## src/rtl/pattern_detector_pkg.sv

```systemverilog
// rtl/pattern_detector_pkg.sv - shared constants and helpers for the pattern detector
package pattern_detector_pkg;

  localparam int DEF_SYM_W   = 3;
  localparam int DEF_SEQ_LEN = 8;

  // Slot 0 (lowest bits) is the first symbol expected: 001,101,110,000,110,110,011,101
  localparam logic [DEF_SEQ_LEN*DEF_SYM_W-1:0] DEFAULT_PATTERN =
    {3'b101, 3'b011, 3'b110, 3'b110, 3'b000, 3'b110, 3'b101, 3'b001};

  // Widest vector / symbol / counter the helpers handle
  localparam int VEC_MAX = 256;
  localparam int SYM_MAX = 32;
  localparam int CNT_MAX = 32;

  // Returns slot idx of a packed slot vector, zero-extended to SYM_MAX bits
  function automatic logic [SYM_MAX-1:0] slot_extract(input logic [VEC_MAX-1:0] vec,
                                                      input int idx, input int sym_w);
    logic [VEC_MAX-1:0] shifted;
    logic [SYM_MAX-1:0] mask;
    shifted = vec >> (idx * sym_w);
    mask    = (SYM_MAX'(1) << sym_w) - SYM_MAX'(1);
    return shifted[SYM_MAX-1:0] & mask;
  endfunction

  // Increments v, holding at the all-ones value of a w-bit counter
  function automatic logic [CNT_MAX-1:0] sat_inc(input logic [CNT_MAX-1:0] v, input int w);
    logic [CNT_MAX-1:0] top;
    top = (w >= CNT_MAX) ? '1 : ((CNT_MAX'(1) << w) - CNT_MAX'(1));
    return (v >= top) ? v : v + CNT_MAX'(1);
  endfunction

endpackage

```

## src/rtl/symbol_window.sv

```systemverilog
// rtl/symbol_window.sv - sliding symbol window with saturating fill counter
module symbol_window
  import pattern_detector_pkg::*;
#(
  parameter int SYM_W   = DEF_SYM_W,
  parameter int SEQ_LEN = DEF_SEQ_LEN
) (
  input  logic                     clk,
  input  logic                     reset,
  input  logic                     enable,
  input  logic                     restart,
  input  logic [SYM_W-1:0]         data_in,
  output logic [SEQ_LEN*SYM_W-1:0] window,
  output logic                     full
);

  localparam int W      = SEQ_LEN * SYM_W;
  localparam int FILL_W = $clog2(SEQ_LEN + 1);

  logic [W-1:0]      win_q;
  logic [FILL_W-1:0] fill_q;
  logic [FILL_W-1:0] fill_nx;

  // Look-ahead outputs: the window and fullness as they will be after this edge,
  // so the comparator can register its result in the same cycle the symbol lands.
  // restart is deliberately excluded here to keep the match/restart path loop-free.
  always_comb begin
    window  = win_q;
    fill_nx = fill_q;
    if (enable) begin
      window = {data_in, win_q[W-1:SYM_W]};
      if (fill_q != FILL_W'(SEQ_LEN)) fill_nx = fill_q + FILL_W'(1);
    end
    full = (fill_nx == FILL_W'(SEQ_LEN));
  end

  // Commit the shifted window; restart empties the fill count but keeps contents
  always_ff @(posedge clk or posedge reset) begin
    if (reset) begin
      win_q  <= '0;
      fill_q <= '0;
    end else begin
      win_q  <= window;
      fill_q <= restart ? '0 : fill_nx;
    end
  end

endmodule

```

## src/rtl/pattern_detector.sv

```systemverilog
// rtl/pattern_detector.sv - run-time loadable sliding-window sequence detector
module pattern_detector
  import pattern_detector_pkg::*;
#(
  parameter int SYM_W   = DEF_SYM_W,
  parameter int SEQ_LEN = DEF_SEQ_LEN,
  parameter int CNT_W   = 8,
  parameter logic [SEQ_LEN*SYM_W-1:0] PATTERN = DEFAULT_PATTERN
) (
  input  logic                     clk,
  input  logic                     reset,
  input  logic                     enable,
  input  logic [SYM_W-1:0]         data_in,
  input  logic                     overlap_en,
  input  logic                     pattern_load,
  input  logic [SEQ_LEN*SYM_W-1:0] pattern_in,
  input  logic                     count_clr,
  output logic                     match,
  output logic [CNT_W-1:0]         match_count
);

  // Helpers cover SEQ_LEN*SYM_W up to VEC_MAX, SYM_W up to SYM_MAX, CNT_W up to CNT_MAX

  logic [SEQ_LEN*SYM_W-1:0] pattern_q;
  logic [SEQ_LEN*SYM_W-1:0] window;
  logic                     full;
  logic                     accept;
  logic                     restart;
  logic                     match_next;
  logic [SEQ_LEN-1:0]       slot_eq;
  logic [CNT_MAX-1:0]       cnt_inc;

  // A load owns the cycle, so the symbol presented alongside it is dropped
  assign accept = enable & ~pattern_load;

  symbol_window #(
    .SYM_W   (SYM_W),
    .SEQ_LEN (SEQ_LEN)
  ) u_window (
    .clk     (clk),
    .reset   (reset),
    .enable  (accept),
    .restart (restart),
    .data_in (data_in),
    .window  (window),
    .full    (full)
  );

  // Slot-by-slot comparison of the post-shift window with the pattern
  for (genvar i = 0; i < SEQ_LEN; i++) begin : g_cmp
    assign slot_eq[i] = (slot_extract(VEC_MAX'(window), i, SYM_W) ==
                         slot_extract(VEC_MAX'(pattern_q), i, SYM_W));
  end

  assign match_next = accept & full & (&slot_eq);

  // Non-overlapping mode and pattern loads both demand a fresh full sequence
  assign restart = pattern_load | (match_next & ~overlap_en);

  assign cnt_inc = sat_inc(CNT_MAX'(match_count), CNT_W);

  // Pattern register, reloadable at run time
  always_ff @(posedge clk or posedge reset) begin
    if (reset)             pattern_q <= PATTERN;
    else if (pattern_load) pattern_q <= pattern_in;
  end

  // Registered match pulse and saturating detection counter; clear beats increment
  always_ff @(posedge clk or posedge reset) begin
    if (reset) begin
      match       <= 1'b0;
      match_count <= '0;
    end else begin
      match <= match_next;
      if (count_clr)       match_count <= '0;
      else if (match_next) match_count <= CNT_W'(cnt_inc);
    end
  end

endmodule

```

## config.mk

```make
export PLATFORM = sky130hd
export DESIGN_NAME = pattern_detector
export DESIGN_NICKNAME = d
export VERILOG_FILES = /design/src/rtl/pattern_detector_pkg.sv /design/src/rtl/symbol_window.sv /design/src/rtl/pattern_detector.sv
export SDC_FILE = /design/constraint.sdc
export NUM_CORES = 1
export LEC_CHECK = 0
export BUFFER_PORTS_ARGS = -buffer_cell sky130_fd_sc_hd__buf_2
export CAP_MARGIN = 20
export CELL_PAD_IN_SITES_DETAIL_PLACEMENT = 1
export CELL_PAD_IN_SITES_GLOBAL_PLACEMENT = 2
export CORE_MARGIN = 5
export CORE_UTILIZATION = 36
export CTS_CLUSTER_DIAMETER = 120
export DETAILED_ROUTE_END_ITERATION = 16
export PLACE_DENSITY = 0.87
export SLEW_MARGIN = 15
export SYNTH_ARGS = -nofsm -noshare
export SYNTH_HDL_FRONTEND = slang
export SYNTH_SLANG_ARGS = --single-unit
```

## constraint.sdc

```tcl
create_clock -name clk -period 3.65 [get_ports clk]
set_input_delay 0.73 -clock clk [delete_from_list [all_inputs] [get_ports clk]]
set_output_delay 0.73 -clock clk [all_outputs]
set_load 0.02 [all_outputs]
```

==> impl_metrics.yaml, run 1 <==
setup_path:
  slowest_delay_ps: 540
  critPathKind: "primary input to flip-flop"
  critical_path_required_ps: 3910
  cp_slowest_cell: "or4_1"
  crit_chain: "buf_2 -> nand2b_4 -> mux2i_1 -> o2111ai_1 -> or4_1 -> or4_1 -> buf_4 -> or4_1 -> a21oi_1"
  crit_buf_inv: 2
  r2r_slack_ps: 470
  path_max_fanout: 18
  crit_arrival_ps: 3480
  crit_family: "simple AND/OR/NAND/NOR gates"
  cpMostUsedCell: "or4_1"
  cp-start-kind: "primary input"
  end_kind: "flip-flop"
global_routing:
  overflow: 0
  grt_pass1_wl_um: 14200
  grtUsageTotal_pct: 15.7
  grt_max_degree: 29
  grt_pass1_vias: 2826
  antenna_found_initial: 0
sta:
  setup_viol: 0
  finalSetupTns_ps: 0
  slew_headroom_pct: 58.4
  fmax_ghz: 0.311
  fin_crit_sh_pct: 88.2
  rsz0062_at_grt: "false"
  fin_crit_ps: 3220
  final_hold_viol_count: 0
  skew_ps: 5.18
  worst_hold_slack_ps: 465
  worstMarginPinSlew_ps: 623
  drv_slew: 0
power_and_ir_drop:
  leakage_nw: 1.80
  p_sw_w: 0.000536
  p_clk_share_pct: 30.8
  power_w: 0.00172
  p_sw_share_pct: 31.2
  power_density_nw_per_um2: 448
  seq_power_share_pct: 49.8
  power_frac_comb_pct: 19.4
  ir_drop_uv: 152
  intPower_w: 0.00118
die:
  dieHeight_um: 105
  rows: 34
  core_area_um2: 8760
  die_x_um: 105
  initial_core_util_pct: 37.2
  ios: 42
  die_area_um2: 11100
synth:
  synth-main-ff-cell: "dfrtp_1"
  ys_types: 50
  syn_inst: 327
  seq_area_frac_synth_pct: 46.5
  yosysWarningCount: 0
  synth_edf_count: 0
  synth.avg_cell_area_um2: 9.97
  syn_nets: 363
  synth_seq_cells: 60
  async_flop_share_pct: 100
  synthesis.area_um2: 3260
place:
  place_congestion: 0.818
  hpwl_um: 6290
  dp_cells: 479
  portBuffers: 41
routing:
  drcViolationCount: 0
  antenna_left: 0
  routedWlPerCell_um: 16.3
  wl_um: 8080
  dr.pass1.iters: 4
  vias: 2553
  drtIter0Drc: 68
  avgViaCountPerCell: 5.16
clock_tree:
  clockBufferDepth: 2
  cts-resized-gates: 0
  cts_tree: "done"
  post_cts_buffers: 0
  cts.clk_slew.worst_paths_ps: 70
  cts.sinks: 60
  cts_buffers: 9
  hold_buffers: 0
  htree_levels: 3
  clk_latency_ps: 340
  ctsRootBufferMaster: "clkbuf_8"
cells_and_area:
  stdcell_count: 495
  finalNetCount: 418
  drive_above_1_share_pct: 30.7
  final_cell_mix: "54 x nand2_1, 47 x dfrtp_1, 41 x buf_2"
  final_common_cell: "nand2_1"
  antenna_cells: 0
  area_growth_syn_to_layout_pct: 17.5
run:
  maxCapViolations: 0
run_status:
  outcome: "finished clean"
hold_path:
  hold_class: "primary input to async pin"
sequential cells by signal (all words and copies together) (netlist names):
signal / cells
u_window.win_q: 23
u_window.fill_q: 4
match_count: 8
match: 1
pattern_q: 24
power groups by stage:
stage                     Combinational (W)  Sequential (W)  Clock (W)
after detailed placement           0.000338        0.000867          0
after global routing               0.000377        0.000869   0.000584
after floorplan                    0.000241        0.000831          0
after global placement             0.000325        0.000864          0
final                              0.000334        0.000856   0.000528
after CTS                          0.000339        0.000856   0.000546
cells by family (layout without fill, tap and decap cells):
group | after synthesis | after routing | share of synthesized area (%)
adders and majority gates | 3 | 3 | 1.15
muxes | 31 | 31 | 10.4
buffers and inverters | 31 | 91 | 4.18
and+or+nand+nor | 128 | 128 | 20.3
AOI/OAI and AO/OA | 51 | 51 | 11.2
DFF | 60 | 60 | 46.5
xor gates and xnor gates | 23 | 23 | 6.18
cell usage after synthesis (3+ instances only):
master     n  share of area, %
o41ai_1    3              0.81
ha_1       3               1.2
mux2i_1    7               2.1
xor2_1    16               4.3
clkbuf_1   6              0.69
buf_1      3              0.35
nand3_1    8               1.2
o31ai_1    3              0.69
a21oi_1    5              0.77
nand3b_1   3              0.69
and3b_1    3              0.81
buf_2      4              0.61
xnor2_1    7               1.9
nand2_1   54               6.2
a211oi_1   4              0.92
o211ai_1   3              0.69
mux2_2    24               8.3
dfstp_2   13                10
dfrtp_1   47                36
o311ai_1   3              0.81
nor3_1     8               1.2
o21ai_0   16               2.5
inv_1     16               1.8
nor2b_1   16               3.1
nor2_1    13               1.5
or4_1      5               1.2
through the flow:
| step | utilization (%) | worst slack, ps | area (µm²) |
|---|---|---|---|
| floorplan | - | 427 | 3260 |
| global placement | 41.8 | 142 | 3660 |
| detailed placement | 41.8 | 98.1 | 3660 |
| CTS | 43.7 | 448 | 3830 |
| global route | 43.7 | 297 | 3830 |
| finish | 43.7 | 432 | 3830 |
layer usage:
layer	wire [µm]	up-vias	GRT usage, %	share of wire, %
li1	-	1250	-	-
met1	4050	1257	21.9	50
met2	3660	39	24.2	45
met3	277	7	3.64	3.4
met4	90	0	4.93	1.1
met5	0	-	0	0
worst paths after layout:
| check | to | cells past startpoint | start |
|---|---|---|---|
| worst max-delay path | match_count[4] | 9 | pattern_load |
| worst max register to register | match_count[4] | 8 | u_window.win_q[10] |
| worst min-delay path | pattern_q[22] | 2 | reset |
| max in group asynchronous | pattern_q[0] | 3 | reset |
| min in group clk | u_window.win_q[0] | 2 | u_window.win_q[0] |
| worst min register to register | u_window.win_q[0] | 2 | u_window.win_q[0] |
layout make-up:
cell class	count	area [µm²]
tap	108	135
multi-input combinational	236	1610
sequential	60	1520
clock inverter	4	25.0
fill	1024	4930
clock buffer	12	145
inverter	16	60.1
timing repair buffer	59	340
Note: power is estimated with default switching activity, not from simulation.
==> inputs of run 2 (changes only) <==
- clock period: 3.65 -> 4 ns (I/O delays scaled with it)
==> run 2 against run 1 <==
Critical path depth is the same. Critical endpoint is now match_count[6]. Sequential share of layout area increased by 0.37 points. Utilization fell by 0.40 points. Cell area fell by 0.91%. Clock skew rose by 5.2 ps. Largest power group unchanged.
==> impl_metrics.yaml, run 2 (synthesis gave the netlist of run 1 again) <==
run_status:
  outcome: "finished clean"
power_and_ir_drop:
  leakage_nw: 1.78
  power_density_nw_per_um2: 433
  ir_drop_uv: 167
clock_tree:
  post_cts_buffers: 0
  cts.sinks: 60
  clockBufferDepth: 2
  clk_latency_ps: 340
  ctsRootBufferMaster: "clkbuf_8"
  cts-resized-gates: 0
  cts_buffers: 9
  htree_levels: 3
  hold_buffers: 0
  cts.clk_slew.worst_paths_ps: 70
  cts_tree: "done"
run:
  maxCapViolations: 0
sta:
  drv_slew: 0
  rsz0062_at_grt: "false"
  skew_ps: 10.3
  setup_viol: 0
  final_hold_viol_count: 0
  worstMarginPinSlew_ps: 817
  slew_headroom_pct: 45.5
  fin_crit_ps: 3450
  finalSetupTns_ps: 0
  fmax_ghz: 0.290
  fin_crit_sh_pct: 86.1
die:
  die_x_um: 105
  initial_core_util_pct: 37.2
  rows: 34
  ios: 42
  die_area_um2: 11100
  core_area_um2: 8760
  dieHeight_um: 105
cells_and_area:
  antenna_cells: 0
  nFillCells: 1031
  final_cell_mix: "54 x nand2_1, 47 x dfrtp_1, 41 x buf_2"
  final_common_cell: "nand2_1"
  finalNetCount: 409
  reg_top3: "pattern_q: 24 flops, u_window.win_q: 23 flops, match_count: 8 flops"
  area_growth_syn_to_layout_pct: 16.4
  drive_above_1_share_pct: 29.4
  regMostFlops: "pattern_q"
  fin_area_um2: 3790
  largest_reg_flops: 24
routing:
  avgViaCountPerCell: 5.30
  drtIter0Drc: 50
  wl_um: 8240
  drcViolationCount: 0
  dr.pass1.iters: 4
  routedWlPerCell_um: 17.0
  antenna_left: 0
  vias: 2576
setup_path:
  cp_slowest_cell: "or4_1"
  crit_arrival_ps: 3670
  crit_family: "simple AND/OR/NAND/NOR gates"
  worstReg2RegStart: "u_window.win_q[10]"
  crit_chain: "buf_2 -> nand2b_4 -> a2111oi_2 -> nor2_1 -> or4_1 -> or4_1 -> buf_4 -> nor3b_1 -> mux2_2"
  reg2regPathDepth: 8
  r2r_slack_ps: 770
  critPathKind: "primary input to flip-flop"
  crit_buf_inv: 2
  setup.worst_path.start: "enable"
  path_max_fanout: 27
  cp-start-kind: "primary input"
  cpMostUsedCell: "or4_1"
  slowest_delay_ps: 530
  critical_path_required_ps: 4230
  worstReg2RegEnd: "match_count[6]"
  end_kind: "flip-flop"
global_routing:
  overflow: 0
  antenna_found_initial: 0
  grt_pass1_wl_um: 14200
  grt_pass1_vias: 2791
  grtUsageTotal_pct: 15.7
  grt_max_degree: 39
hold_path:
  hold_depth: 2
  hold_class: "flip-flop to flip-flop"
  min_from: "u_window.win_q[16]"
  min_to: "u_window.win_q[16]"
place:
  placed_cell_area_um2: 3590
  place_congestion: 0.843
  hpwl_um: 6200
  portBuffers: 41
## run 2: cell types whose count changed in the layout (fill, tap and decap cells not counted)
cell        before  now
clkbuf_1         2    1
bufinv_16        0    1
clkinvlp_4       2    1
buf_4           18    9
clkbuf_8        10   11
## run 2: area by class of cell
cell class | count | area [µm²] | share of cell area (%)
multi-input cells | 236 | 1610 | 42.3
clock buffers | 12 | 155 | 4.09
flip-flops and latches | 60 | 1520 | 40.0
clock inverters | 4 | 47.5 | 1.25
inverters | 16 | 60.1 | 1.58
repair buffers | 50 | 273 | 7.19
well taps | 108 | 135 | 3.56
## run 2: power breakdown
group,total (W),leakage (nW),internal (W),switching (W)
clock network,0.000563,0.102,0.000320,0.000243
registers,0.000783,0.744,0.000691,0.0000929
logic,0.000296,0.929,0.000139,0.000157
total,0.00164,1.78,0.00115,0.000493
## run 2: layer usage
| layer | track usage, % | routed length [µm] | vias to the layer above |
|---|---|---|---|
| li1 | - | - | 1231 |
| met1 | 21.7 | 3980 | 1285 |
| met2 | 24.1 | 3840 | 47 |
| met3 | 3.45 | 288 | 13 |
| met4 | 5.75 | 133 | 0 |
| met5 | 0 | 0 | - |
## run 2: worst max-delay path by stage
stage / endpoint / slack [ps] / cells past startpoint
after floorplan: match_count[4] / 710 / 9
after global placement: match_count[4] / 330 / 9
after detailed placement: match_count[6] / 230 / 9
after CTS: match_count[6] / 570 / 9
after global routing: match_count[6] / 390 / 9
final: match_count[6] / 550 / 9
## run 2: tightest hold or removal path: stages, from the launching register on
cell     delay [ps]
dfrtp_1         360
nand2_1          60
nand2_1          60
## run 2: metrics by stage
stage / worst slack [ps] / utilization, % / total power, W / instances / hold slack [ps]
5_1_grt: 388 / 43.3 / 0.00174 / 486 / 550
4_1_cts: 570 / 43.3 / 0.00166 / 486 / 513
3_5_place_dp: 230 / 41.0 / 0.00109 / 470 / 489
2_1_floorplan: 707 / - / 0.000978 / 327 / 442
3_3_place_gp: 326 / 41.0 / 0.00108 / 470 / 473
6_report: 555 / 43.3 / 0.00164 / 486 / 514
==> inputs of run 3 (changes only) <==
- CORE_UTILIZATION: 36 -> 30
- PLACE_DENSITY: 0.87 -> 0.76
- TNS_END_PERCENT: default -> 100
==> run 3 against run 2 <==
Combinational power is essentially flat. Worst hold slack lost 22 ps. Cell area grew 0.69%. Sequential share of layout area shrank 0.27 points. Sequential power is essentially flat. Routed wire length shrank 0.58%. Clock skew grew 0.91 ps. Non-clock buffer count grew 2. Critical path depth shrank 1. First-iteration DRC count grew 90%. Cell count grew 7.0%.
==> impl_metrics.yaml, run 3 (synthesis gave the netlist of run 1 again) <==
cells_and_area:
  final-seq-area_um2: 1520
  area_growth_syn_to_layout_pct: 17.2
  stdcell_count: 520
  drive_above_1_share_pct: 29.2
  regMostFlops: "pattern_q"
  nFillCells: 1291
  finalNetCount: 411
  reg_top3: "pattern_q: 24 flops, u_window.win_q: 23 flops, match_count: 8 flops"
  final_cell_mix: "54 x nand2_1, 47 x dfrtp_1, 41 x buf_2"
  largest_reg_flops: 24
  final_common_cell: "nand2_1"
  antenna_cells: 0
  multi_input_area_um2: 1610
global_routing:
  overflow: 0
  grt_pass1_wl_um: 13900
  grtUsageTotal_pct: 13.5
  antenna_found_initial: 0
  grt_max_degree: 49
  grt_pass1_vias: 2779
routing:
  vias: 2548
  routedWlPerCell_um: 15.8
  drtIter0Drc: 95
  drcViolationCount: 0
  wl_um: 8190
  avgViaCountPerCell: 4.90
  dr.pass1.iters: 4
  antenna_left: 0
die:
  die_x_um: 114
  core_area_um2: 10700
  ios: 42
  initial_core_util_pct: 30.3
  dieHeight_um: 114
  rows: 38
  die_area_um2: 13100
place:
  dp_cells: 504
  portBuffers: 41
  place_congestion: 0.802
  hpwl_um: 6150
clock_tree:
  cts.sinks: 60
  cts-resized-gates: 0
  cts_tree: "done"
  hold_buffers: 0
  clockBufferDepth: 2
  htree_levels: 3
  post_cts_buffers: 0
  cts_buffers: 9
  cts.clk_slew.worst_paths_ps: 70
  clk_latency_ps: 340
  ctsRootBufferMaster: "clkbuf_8"
run_status:
  outcome: "finished clean"
sta:
  skew_ps: 11.2
  fin_crit_sh_pct: 86.6
  worstMarginPinSlew_ps: 855
  fin_crit_ps: 3460
  rsz0062_at_grt: "false"
  finalSetupTns_ps: 0
  final_hold_viol_count: 0
  drv_slew: 0
  setup_viol: 0
  fmax_ghz: 0.289
  slew_headroom_pct: 43.0
  worst_hold_slack_ps: 492
power_and_ir_drop:
  power_density_nw_per_um2: 410
  ir_drop_uv: 190
  leakage_nw: 1.77
  power_w: 0.00157
setup_path:
  crit_arrival_ps: 3730
  critPathKind: "primary input to flip-flop"
  end_kind: "flip-flop"
  critical_path_required_ps: 4260
  cp-start-kind: "primary input"
  path_max_fanout: 26
hold_path:
  hold_class: "flip-flop to flip-flop"
run:
  maxCapViolations: 0
-- run 3: report_power, final --
| part | internal [W] | switching, W | total (W) |
|---|---|---|---|
| sequential | 0.000691 | 0.0000889 | 0.000780 |
| combinational | 0.000140 | 0.000156 | 0.000296 |
| clock | 0.000258 | 0.000234 | 0.000491 |
| total | 0.00109 | 0.000479 | 0.00157 |
-- run 3: area by class of cell --
type | instances | share of cell area (%)
well taps | 140 | 4.58
inverters | 16 | 1.60
clock inverters | 2 | 0.262
clock buffers | 14 | 4.26
flip-flops and latches | 60 | 39.7
multi-input cells | 236 | 42.0
repair buffers | 52 | 7.53
-- run 3: worst paths after layout --
path,startpoint,to,slack (ps),cells after the start
worst max register to register,u_window.win_q[10],match_count[4],890,7
min in group asynchronous,reset,u_window.win_q[14],610,2
worst min register to register,u_window.win_q[0],u_window.win_q[0],490,2
worst min-delay path,u_window.win_q[0],u_window.win_q[0],490,2
max in group asynchronous,reset,pattern_q[0],2630,3
worst max-delay path,pattern_load,match_count[4],540,8
-- run 3: worst max-delay path, stage by stage --
cell       delay [ps]
buf_2             170
nand2b_4          360
mux2i_1           430
o2111ai_1         170
or4_1             510
or4_1             610
or4_1             500
a21oi_1           160
-- run 3: per-layer routing --
metal  routed length, µm  GRT usage, %  part of all wire, %
met5                   0             0                    0
met4                  85          3.80                  1.0
met3                 358          3.70                  4.4
met2                3790          21.7                   46
met1                3960          17.9                   48
-- run 3: stage by stage --
stage / utilization, % / worst slack (ps) / instance area, µm²
2_1_floorplan: - / 707 / 3260
3_3_place_gp: 33.9 / 276 / 3650
3_5_place_dp: 33.9 / 243 / 3650
4_1_cts: 35.5 / 613 / 3820
5_1_grt: 35.6 / 435 / 3820
6_report: 35.6 / 537 / 3820
